[config.mk]
export PLATFORM = sky130hd
export DESIGN_NAME = ro_pair_counter
export DESIGN_NICKNAME = d
export VERILOG_FILES = /design/src/rtl/ro_pair_counter.sv
export SDC_FILE = /design/constraint.sdc
export NUM_CORES = 1
export LEC_CHECK = 0
export ABC_CLOCK_PERIOD_IN_PS = 2500
export BUFFER_PORTS_ARGS = -buffer_cell sky130_fd_sc_hd__buf_2
export CAP_MARGIN = 20
export CORE_MARGIN = 3
export CORE_UTILIZATION = 42
export CTS_CLUSTER_DIAMETER = 50
export DETAILED_ROUTE_END_ITERATION = 8
export GPL_ROUTABILITY_DRIVEN = 1
export GPL_TIMING_DRIVEN = 0
export PLACE_DENSITY = 0.61
export SYNTH_ARGS = -nofsm -noshare
export SYNTH_HDL_FRONTEND = slang
export SYNTH_SLANG_ARGS = --single-unit
[constraint.sdc]
create_clock -name clk -period 2.5 [get_ports clk]
set_input_delay 0.125 -clock clk [delete_from_list [all_inputs] [get_ports clk]]
set_output_delay 0.125 -clock clk [all_outputs]
set_load 0.03 [all_outputs]
[src/rtl/ro_pair_counter.sv]
// ro_pair_counter
// Measurement front-end of the RO-PUF datapath. Counts rising edges of two
// asynchronous ring-oscillator outputs over an identical gate window of
// WINDOW clk cycles and presents both 16-bit counts to the comparator.
// Owns the start/done handshake for one PUF bit evaluation.
//
// Optional feature macro: RO_SAT_EN
//   defined   : internal counters saturate at 16'hFFFF, port sat present
//   undefined : internal counters wrap modulo 2^16, no sat port
//
// count_1/count_2 are declared [0:15] (index 0 = MSB) to match the
// comparator; the numeric value is identical to a [15:0] vector.

module ro_pair_counter #(
    parameter int WINDOW      = 1024,
    parameter int SYNC_STAGES = 2
) (
    input  logic        clk,
    input  logic        rst,
    input  logic        start,
    input  logic        ro_a,
    input  logic        ro_b,
    output logic        busy,
    output logic        done,
    output logic [0:15] count_1,
    output logic [0:15] count_2
`ifdef RO_SAT_EN
    ,
    output logic        sat
`endif
);

    // Settle counter spans 0..SYNC_STAGES, window counter spans 0..WINDOW-1.
    localparam int SW = $clog2(SYNC_STAGES + 1);
    localparam int WW = (WINDOW > 1) ? $clog2(WINDOW) : 1;

    localparam logic [SW-1:0] SETTLE_LAST = SW'(SYNC_STAGES);
    localparam logic [SW-1:0] SETTLE_ONE  = SW'(1);
    localparam logic [WW-1:0] WIN_LAST    = WW'(WINDOW - 1);
    localparam logic [WW-1:0] WIN_ONE     = WW'(1);

    typedef enum logic [1:0] {
        S_IDLE   = 2'd0,
        S_SETTLE = 2'd1,
        S_COUNT  = 2'd2,
        S_DONE   = 2'd3
    } state_t;

    state_t                 state;
    logic [SYNC_STAGES-1:0] sync_a;
    logic [SYNC_STAGES-1:0] sync_b;
    logic                   prev_a;
    logic                   prev_b;
    logic                   rise_a;
    logic                   rise_b;
    logic [15:0]            cnt_a;
    logic [15:0]            cnt_b;
    logic [15:0]            next_a;
    logic [15:0]            next_b;
    logic [SW-1:0]          settle_cnt;
    logic [WW-1:0]          win_cnt;

    // Advance an edge counter by one detected edge; saturating or wrapping
    // depending on the build.
    function automatic logic [15:0] bump(input logic [15:0] cnt, input logic hit);
        logic [15:0] res;
        res = cnt;
        if (hit) begin
`ifdef RO_SAT_EN
            if (cnt != 16'hFFFF) begin
                res = cnt + 16'd1;
            end else begin
                res = cnt;
            end
`else
            res = cnt + 16'd1;
`endif
        end else begin
            res = cnt;
        end
        return res;
    endfunction

    // Synchronize both oscillators and keep the edge-detector history; runs in every state.
    always_ff @(posedge clk) begin
        if (rst) begin
            sync_a <= '0;
            sync_b <= '0;
            prev_a <= 1'b0;
            prev_b <= 1'b0;
        end else begin
            sync_a <= {sync_a[SYNC_STAGES-2:0], ro_a};
            sync_b <= {sync_b[SYNC_STAGES-2:0], ro_b};
            prev_a <= sync_a[SYNC_STAGES-1];
            prev_b <= sync_b[SYNC_STAGES-1];
        end
    end

    // Rising-edge detect and next counter values for the current cycle.
    always_comb begin
        rise_a = sync_a[SYNC_STAGES-1] & ~prev_a;
        rise_b = sync_b[SYNC_STAGES-1] & ~prev_b;
        next_a = bump(cnt_a, rise_a);
        next_b = bump(cnt_b, rise_b);
    end

    // Measurement FSM with registered handshake and result outputs.
    always_ff @(posedge clk) begin
        if (rst) begin
            state      <= S_IDLE;
            busy       <= 1'b0;
            done       <= 1'b0;
            cnt_a      <= 16'd0;
            cnt_b      <= 16'd0;
            settle_cnt <= '0;
            win_cnt    <= '0;
            count_1    <= 16'd0;
            count_2    <= 16'd0;
`ifdef RO_SAT_EN
            sat        <= 1'b0;
`endif
        end else begin
            case (state)
                S_IDLE: begin
                    done <= 1'b0;
                    if (start) begin
                        state      <= S_SETTLE;
                        busy       <= 1'b1;
                        settle_cnt <= '0;
                    end else begin
                        state <= S_IDLE;
                    end
                end
                S_SETTLE: begin
                    // Wait out the synchronizer + detector latency so only
                    // edges entering after start are counted.
                    cnt_a   <= 16'd0;
                    cnt_b   <= 16'd0;
                    win_cnt <= '0;
                    if (settle_cnt == SETTLE_LAST) begin
                        state <= S_COUNT;
                    end else begin
                        settle_cnt <= settle_cnt + SETTLE_ONE;
                    end
                end
                S_COUNT: begin
                    cnt_a <= next_a;
                    cnt_b <= next_b;
                    if (win_cnt == WIN_LAST) begin
                        // Results include the last window cycle's edges and
                        // become visible together with done.
                        state   <= S_DONE;
                        busy    <= 1'b0;
                        done    <= 1'b1;
                        count_1 <= next_a;
                        count_2 <= next_b;
`ifdef RO_SAT_EN
                        sat     <= (next_a == 16'hFFFF) | (next_b == 16'hFFFF);
`endif
                    end else begin
                        win_cnt <= win_cnt + WIN_ONE;
                    end
                end
                S_DONE: begin
                    done  <= 1'b0;
                    state <= S_IDLE;
                end
                default: begin
                    state <= S_IDLE;
                    busy  <= 1'b0;
                    done  <= 1'b0;
                end
            endcase
        end
    end

endmodule

==> results of run 1 <==
-- metrics by stage --
| stage | cells | area [um2] | utilization [%] |
|---|---|---|---|
| CTS | 681 | 4753 | 50.25 |
| global placement | 666 | 4541 | 48.00 |
| global route | 681 | 4757 | 50.29 |
| finish | 681 | 4757 | 50.29 |
| floorplan | 500 | 4194 | - |
| detailed placement | 666 | 4541 | 48.00 |
-- registers in the layout, summed over array words and instances (netlist names), 2 cells and up --
signal	flops
cnt_a	16
cnt_b	16
count_1	16
count_2	16
win_cnt	10
settle_cnt	2
state	2
sync_a	2
sync_b	2
-- cells in the final DEF, fill, tap and decap left out, types with 4 or more instances in the layout --
cell / Yosys / final
a211oi_1: 27 / 27
ha_1: 8 / 7
clkbuf_8: 0 / 10
a2bb2oi_1: 4 / 4
and3_1: 6 / 6
or3_1: 14 / 14
nor2b_1: 12 / 12
xnor2_1: 15 / 15
nand2_1: 33 / 33
nand3_1: 14 / 14
nand4_1: 7 / 7
a21oi_1: 24 / 24
dfxtp_1: 86 / 86
inv_1: 14 / 14
xor2_1: 7 / 7
or4_1: 4 / 4
clkbuf_1: 28 / 27
buf_2: 5 / 42
nor3_1: 12 / 12
nor2_1: 53 / 53
nor4_1: 6 / 5
o211ai_1: 4 / 4
nand3b_1: 4 / 4
and4_1: 6 / 6
a311oi_1: 13 / 13
a31oi_1: 12 / 12
o21ai_0: 33 / 33
-- metal layers --
layer  part of all wire (%)  up-vias
li1                       -     1944
met1                     48     1823
met2                     47      103
met3                    4.8       10
met4                   0.93        0
met5                      0        -
-- cells by family after synthesis --
family / share of synthesized area [%]
flops: 41.05
simple gates: 23.45
buf+inv: 4.982
fa+ha+maj: 2.387
mux: 0.4773
xor+xnor: 4.594
compound gates: 23.06
-- final timing paths --
path / startpoint / slack [ns] / cells after the start / endpoint
worst min register to register: sync_a[0] / 0.45 / 1 / sync_a[1]
worst max-delay path: state[0] / 0.22 / 7 / count_1[7]
worst min-delay path: ro_b / 0.02 / 2 / sync_b[0]
worst max register to register: state[0] / 0.22 / 7 / count_1[7]
-- where the power goes --
group          leakage [nW]  internal [mW]  switching [mW]
clock                0.0955          0.490           0.502
sequential            0.695           1.41          0.0291
combinational         0.823          0.163           0.388
total                  1.61           2.06           0.919
-- area by class of cell --
type                       count  area (um2)  share of cell area, %
buffer                        35       150.1                  3.156
sequential                    86        1722                  36.19
clock buffer                  11       141.4                  2.972
inverter                      15       57.56                  1.210
tap                          129       161.4                  3.393
timing repair buffer          37       185.2                  3.893
multi-input combinational    363        2281                  47.95
clock inverter                 5       58.81                  1.236
-- repair_timing --
action | 4_1_cts | 5_1_grt
setup endpoints to repair | 34 | 15
setup buffers | 0 | 0
gates resized for setup | 3 | 3
==> flow_metrics.env, run 1 <==
export IMPL_grt_pass1_wl_um=18270
export IMPL_crit_path_top_delay_cell="nor4_4"
export IMPL_antenna_left=0
export IMPL_ir_worst_vdd_mv=0.3644
export IMPL_grt_max_degree=15
export IMPL_async_flop_share_pct=0
export IMPL_seq_area_frac_synth_pct=41.05
export IMPL_clk_latency_ns=0.35
export IMPL_crit_family="buffers and inverters"
export IMPL_yosys_area_top_type="dfxtp_1"
export IMPL_setup_violations=0
export IMPL_dieArea_mm2=0.01122
export IMPL_path_cells="inv_1, ha_2, clkinv_2, nor4_4, buf_2, buf_1, a211oi_1"
export IMPL_clock_skew_ns=0.01003
export IMPL_grt_pass1_vias=3635
export IMPL_power_density_mw_per_mm2=626.6
export IMPL_setup_slack_ns=0.2181
export IMPL_min_period_over_period_pct=91.28
export IMPL_crit_arrival_ns=2.49
export IMPL_rsz0062_at_grt="false"
export IMPL_cts_buffer_depth=2
export IMPL_slew_violations=0
export IMPL_finalHoldViolCount=0
export IMPL_fin_crit_ns=2.282
export IMPL_clkSlewWorstSetupHoldPaths_ns=0.08
export IMPL_met1_usage_pct=27.60
export IMPL_nFillCells=956
export IMPL_cts_sinks=86
export IMPL_cpPeakStageDelay_ns=0.42
export IMPL_ys_top_cells_by_area="dfxtp_1, a211oi_1, nor2_1, o21ai_0, xnor2_1"
export IMPL_yosys_warnings=0
export IMPL_dpl_worst_slack_ns=-0.4620
export IMPL_end_kind="register"
export IMPL_grt_use_met2_pct=33.15
export IMPL_relSlewSlack_pct=39.27
export IMPL_cts_made_buffers=9
export IMPL_crit_type="register to register"
export IMPL_cts_hold_buffers=0
export IMPL_syn_to_final_growth_pct=13.42
export IMPL_core_mm2=0.009459
export IMPL_synth_edf_count=0
export IMPL_report_power_total_mw=2.981
export IMPL_path_buf_inv=4
export IMPL_holdWs_ns=0.01615
export IMPL_grt_busiest_layer="met2"
export IMPL_drive_gt1_share_pct=12.68
export IMPL_outcome="complete, no violations"
export IMPL_critPathRequiredTime_ns=2.71
export IMPL_tightest_slew_ns=0.9068
export IMPL_syn_cell_area_mm2=0.004194
export IMPL_htreeDepth=3
export IMPL_dr_total_vias=3880
export IMPL_ys_ff_latch=86
export IMPL_layout_nets=560
export IMPL_syn_nets=513
export IMPL_grt_util_all_layers_pct=19.86
export IMPL_crit_path_max_fanout=10
export IMPL_io_pins=39
export IMPL_drt_total_wl_um=10860
export IMPL_first_pass_iters=5
export IMPL_p_leak_nw=1.613
export IMPL_antenna_found_initial=0
export IMPL_clock_fmax_ghz=0.4382
export IMPL_initial_core_util_pct=44.34
export IMPL_wl_per_cell_um=15.94
export IMPL_die_h_um=105.9
export IMPL_cts_tree="built"
export IMPL_die_x_um=105.9
export IMPL_drtIter0Drc=231
export IMPL_synth_top_area_share_pct=41.05
export IMPL_ys_flop_type="dfxtp_1"
export IMPL_numPortBuffers=37
export IMPL_place_gp_congestion=0.8912
export IMPL_synthDistinctLibCells=56
export IMPL_syn_avg_cell_area_um2=8.388
export IMPL_clockRootBuffer="clkbuf_8"
export IMPL_yosysMostFrequentCell="dfxtp_1"
export IMPL_max_cap_violations=0
export IMPL_start_kind="register"
export IMPL_num_rows=35
export IMPL_synth_cells=500
export IMPL_hold_class="input port to register"
export IMPL_grt_remaining_overflow=0
export IMPL_viasPerCell=5.698
export IMPL_hpwlAfterDp_um=7737
export IMPL_antenna_cells=0
export IMPL_finalSetupTns_ns=0
export IMPL_grt_util_met3_pct=2.550
export IMPL_synthTopCellsByCount="dfxtp_1, nor2_1, nand2_1, o21ai_0, clkbuf_1"
export IMPL_drc=0
No activity file was read; power rests on OpenSTA's default activity.
==> run 2, diff against run 1 <==
CELL_PAD_IN_SITES_DETAIL_PLACEMENT = 0   (was unset)
CELL_PAD_IN_SITES_GLOBAL_PLACEMENT = 1   (was unset)
CTS_CLUSTER_DIAMETER = 100   (was 50)
PLACE_DENSITY = 0.76   (was 0.61)
REMOVE_ABC_BUFFERS = 1   (was unset)
==> run 2 against run 1 <==
Compared with the run above: critical path type unchanged; global-route usage down 2.5 points; critical path depth up 2; via count fell by 5.1%; non-clock buffer count decreased by 25; fmax decreased by 1.9%; utilization increased by 0.15 points; critical endpoint is now count_2[4]; hold slack better by 0.044 ns.
==> flow_metrics.env, run 2 (same netlist as run 1, synthesis figures left out) <==
export IMPL_first_pass_iters=5
export IMPL_place_area_mm2=0.004464
export IMPL_finalHoldViolCount=0
export IMPL_grt_max_degree=45
export IMPL_clk_latency_ns=0.36
export IMPL_fin_cells=656
export IMPL_crit_type="register to register"
export IMPL_wl_per_cell_um=14.39
export IMPL_reg2regPathDepth=9
export IMPL_cts_buffer_depth=2
export IMPL_hpwlAfterDp_um=6433
export IMPL_min_path_cells=3
export IMPL_drt_total_wl_um=9439
export IMPL_place_gp_congestion=0.7758
export IMPL_min_period_over_period_pct=93.06
export IMPL_clkSlewWorstSetupHoldPaths_ns=0.09
export IMPL_dpl_worst_slack_ns=-0.9421
export IMPL_dr_total_vias=3681
export IMPL_setup_violations=0
export IMPL_grt_remaining_overflow=0
export IMPL_crit_path_max_fanout=19
export IMPL_ir_worst_vdd_mv=0.3641
export IMPL_power_density_mw_per_mm2=669.2
export IMPL_holdWs_ns=0.05974
export IMPL_grt_pass1_vias=3343
export IMPL_antenna_cells=0
export IMPL_die_x_um=105.9
export IMPL_crit_end="count_2[4]"
export IMPL_rsz0062_at_grt="false"
export IMPL_final_common_cell="dfxtp_1"
export IMPL_setup_slack_ns=0.1734
export IMPL_grt_util_all_layers_pct=17.32
export IMPL_met1_usage_pct=23.72
export IMPL_relSlewSlack_pct=47.78
export IMPL_core_mm2=0.009459
export IMPL_fin_crit_ns=2.327
export IMPL_clockRootBuffer="clkbuf_8"
export IMPL_hold_class="input port to register"
export IMPL_drive_gt1_share_pct=13.85
export IMPL_syn_to_final_growth_pct=13.75
export IMPL_antenna_left=0
export IMPL_num_rows=35
export IMPL_outcome="complete, no violations"
export IMPL_max_cap_violations=0
export IMPL_grt_pass1_wl_um=16000
export IMPL_viasPerCell=5.611
export IMPL_reg2reg_from="state[0]"
export IMPL_numPortBuffers=38
export IMPL_drc=0
export IMPL_finalInstanceArea_mm2=0.004771
export IMPL_clock_fmax_ghz=0.4298
export IMPL_grt_use_met2_pct=27.32
export IMPL_critPathRequiredTime_ns=2.77
export IMPL_htreeDepth=3
export IMPL_post_cts_setup_buffers=0
export IMPL_slew_violations=0
export IMPL_antenna_found_initial=0
export IMPL_cts_sinks=86
export IMPL_clock_skew_ns=0.01140
export IMPL_crit_start="state[0]"
export IMPL_die_h_um=105.9
export IMPL_dieArea_mm2=0.01122
export IMPL_initial_core_util_pct=44.34
export IMPL_start_kind="register"
export IMPL_dp_cells=638
export IMPL_rrSetupSlack_ns=0.17
export IMPL_layout_nets=535
export IMPL_io_pins=39
export IMPL_grt_util_met3_pct=2.611
export IMPL_end_kind="register"
export IMPL_crit_arrival_ns=2.60
export IMPL_drtIter0Drc=204
export IMPL_r2r_end="count_2[4]"
export IMPL_mostFrequentLayoutCells="dfxtp_1, nor2_1, buf_2"
export IMPL_p_leak_nw=1.618
export IMPL_nFillCells=965
export IMPL_report_power_total_mw=3.193
export IMPL_tightest_slew_ns=0.7797
export IMPL_cts_tree="built"
export IMPL_cts_made_buffers=9
export IMPL_grt_busiest_layer="met2"
## run 2: power by group
part	switching, mW	total [mW]	leakage, nW	internal [mW]
registers	0.0300	1.44	0.695	1.41
clock network	0.517	1.21	0.120	0.694
logic	0.375	0.544	0.804	0.169
total	0.922	3.19	1.62	2.27
## run 2: worst min-delay path by stage
stage	start	end	slack, ns
after floorplan	rst	busy	0.19
after global placement	ro_b	sync_b[0]	0.33
after detailed placement	ro_b	sync_b[0]	0.34
after CTS	start	busy	0.04
after global routing	start	busy	0.07
final	start	busy	0.06
## run 2: critical path, stage by stage, from the launching register on
cell      delay, ns
dfxtp_1        0.32
inv_1          0.16
ha_4           0.30
clkinv_4       0.20
nor4_4         0.32
buf_4          0.24
buf_4          0.19
buf_4          0.19
nor2_1         0.06
a311oi_1       0.23
## run 2: stage by stage
step / utilization, % / TNS (ns)
6_report: 50.44 / 0
5_1_grt: 50.44 / 0
2_1_floorplan: - / -135.13
3_3_place_gp: 46.44 / -237.71
3_5_place_dp: 47.20 / -28.83
4_1_cts: 50.41 / 0
## run 2: timing repair
action	in CTS	in global routing
setup endpoints to repair	51	14
pin swaps	0	1
resized for setup	8	1
endpoints found under the hold margin	2	0
hold buffers	2	0
## run 2: area by class of cell
type                            count  area [um2]  area share, %
Clock buffer                       11       141.4          2.964
Clock inverter                      5       106.4          2.229
Inverter                           15       61.31          1.285
Multi-Input combinational cell    363        2303          48.28
Sequential cell                    86        1722          36.09
Tap cell                          129       161.4          3.383
Timing Repair Buffer               47       275.3          5.770
## run 2: metal layers
metal	share of wire (%)	vias up
li1	-	1891
met1	50	1722
met2	46	59
met3	3.0	9
met4	1.5	0
met5	0	-
==> run 3, diff against run 2 <==
RECOVER_POWER = 25   (was unset)
==> run 3 against run 2 <==
Compared with the run above: sequential power about the same; utilization fell by 0.32 points; routed wire length about the same; first-iteration DRC count decreased by 1.5%; final area shrank 0.63%; final cell count stayed put; global-route usage did not move; critical endpoint unchanged.
==> flow_metrics.env, run 3 (same netlist as run 1, synthesis figures left out) <==
export IMPL_outcome="complete, no violations"
export IMPL_clkPwrFrac_pct=37.9
export IMPL_layout_nets=535
export IMPL_num_rows=35
export IMPL_cts_tree="built"
export IMPL_combPwrFrac_pct=16.9
export IMPL_ir_worst_vdd_mv=0.3636
export IMPL_rsz0062_at_grt="false"
export IMPL_rrSetupSlack_ns=0.18
export IMPL_crit_start="state[0]"
export IMPL_finalHoldViolCount=0
export IMPL_drive_gt1_share_pct=9.298
export IMPL_report_power_total_mw=3.187
export IMPL_antenna_cells=0
export IMPL_die_h_um=105.9
export IMPL_crit_end="count_2[4]"
export IMPL_drt_total_wl_um=9436
export IMPL_start_kind="register"
export IMPL_min_period_over_period_pct=92.78
export IMPL_max_cap_violations=0
export IMPL_tightest_slew_ns=0.7736
export IMPL_power_share_sequential_pct=45.1
export IMPL_clock_fmax_ghz=0.4311
export IMPL_grt_max_degree=45
export IMPL_p_leak_nw=1.513
export IMPL_fin_crit_ns=2.320
export IMPL_path_cells="inv_1, ha_4, clkinv_4, nor4_4, buf_4, buf_4, buf_4, nor2_1, a311oi_1"
export IMPL_mostFrequentLayoutCells="dfxtp_1, nor2_1, o21ai_0"
export IMPL_path_buf_inv=5
export IMPL_first_pass_iters=4
export IMPL_setup_violations=0
export IMPL_crit_type="register to register"
export IMPL_crit_family="buffers and inverters"
export IMPL_r2r_end="count_2[4]"
export IMPL_clock_skew_ns=0.01076
export IMPL_relSlewSlack_pct=48.18
export IMPL_crit_path_top_delay_cell="dfxtp_1"
export IMPL_cts_sinks=86
export IMPL_finalInstanceArea_mm2=0.004741
export IMPL_crit_path_max_fanout=19
export IMPL_power_density_mw_per_mm2=672.3
export IMPL_drtIter0Drc=201
export IMPL_numPortBuffers=38
export IMPL_die_x_um=105.9
export IMPL_place_gp_congestion=0.7758
export IMPL_antenna_found_initial=0
export IMPL_grt_remaining_overflow=0
export IMPL_cts_made_buffers=9
export IMPL_grt_pass1_vias=3343
export IMPL_reg2reg_from="state[0]"
export IMPL_dieArea_mm2=0.01122
export IMPL_hold_class="input port to register"
export IMPL_core_mm2=0.009459
export IMPL_htreeDepth=3
export IMPL_critPathRequiredTime_ns=2.77
export IMPL_cts_buffer_depth=2
export IMPL_syn_to_final_growth_pct=13.04
export IMPL_cp_depth=9
export IMPL_hold_start="start"
export IMPL_hpwlAfterDp_um=6433
export IMPL_power_switching_share_pct=28.79
export IMPL_dr_total_vias=3664
export IMPL_grt_util_all_layers_pct=17.32
export IMPL_clkSlewWorstSetupHoldPaths_ns=0.08
export IMPL_reg2regPathDepth=9
export IMPL_post_cts_setup_buffers=0
export IMPL_place_area_mm2=0.004464
export IMPL_crit_top_cell="buf_4"
export IMPL_clk_latency_ns=0.36
export IMPL_crit_arrival_ns=2.59
export IMPL_viasPerCell=5.585
export IMPL_cpPeakStageDelay_ns=0.32
export IMPL_holdWs_ns=0.05950
export IMPL_slew_violations=0
export IMPL_p_int_mw=2.269
export IMPL_p_sw_uw=917.6
export IMPL_end_kind="register"
export IMPL_drc=0
export IMPL_final_common_cell="dfxtp_1"
export IMPL_antenna_left=0
export IMPL_grt_pass1_wl_um=16000
export IMPL_wl_per_cell_um=14.38
export IMPL_io_pins=39
export IMPL_initial_core_util_pct=44.34
export IMPL_clockRootBuffer="clkbuf_8"
==> run 3: changes by cell type in the layout (fill, tap and decap cells not counted), sizes merged <==
| cell | delta |
|---|---|
| clkbuf | +24 |
| buf | -24 |
==> run 3: final cells by class <==
| class | count | area [um2] |
|---|---|---|
| clock buffer | 11 | 141.4 |
| clock inverter | 5 | 106.4 |
| fill | 982 | 4718 |
| inverter | 15 | 61.31 |
| multi-input combinational | 363 | 2303 |
| sequential | 86 | 1722 |
| tap | 129 | 161.4 |
| timing repair buffer | 47 | 245.2 |
==> run 3: worst min-delay path, stage by stage <==
cell     delay, ns
buf_2         0.11
nand3_1       0.08
a21oi_1       0.06
==> run 3: power groups by stage <==
stage                     Sequential [mW]  Clock [mW]  Combinational [mW]
final                                1.44        1.21               0.540
after global routing                 1.45        1.29               0.608
after CTS                            1.44        1.24               0.537
after detailed placement             1.47           0               0.516
after global placement               1.47           0               0.504
after floorplan                      1.48           0               0.336
==> run 3: metal layers <==
layer  up-vias  global-route usage [%]  wire (um)
met5         -                       0          0
met4         0                   7.123        115
met3        10                   2.611        385
met2        68                   27.32       4295
met1      1696                   23.72       4639
li1       1890                       -          -
==> run 3: worst min path at each step <==
stage,to,slack [ns],cells after the start
floorplan,busy,0.19,1
detailed placement,sync_b[0],0.34,2
global route,busy,0.07,3
finish,busy,0.06,3
CTS,busy,0.04,3
global placement,sync_b[0],0.33,2
==> run 3: through the flow <==
step           instances  setup slack (ns)  TNS, ns  utilization, %
2_1_floorplan        464            -4.033  -135.13               -
3_3_place_gp         631            -6.953  -237.71           46.44
3_5_place_dp         638           -0.9421   -28.83           47.20
4_1_cts              656           0.03048        0           50.41
5_1_grt              656           0.02460        0           50.12
6_report             656            0.1805        0           50.12
==> run 3: repair_timing <==
item	in CTS	in global routing
setup endpoints to repair	51	14
pin swaps	0	1
hold buffers	2	0
resized for setup	8	1
hold endpoints to repair	2	0
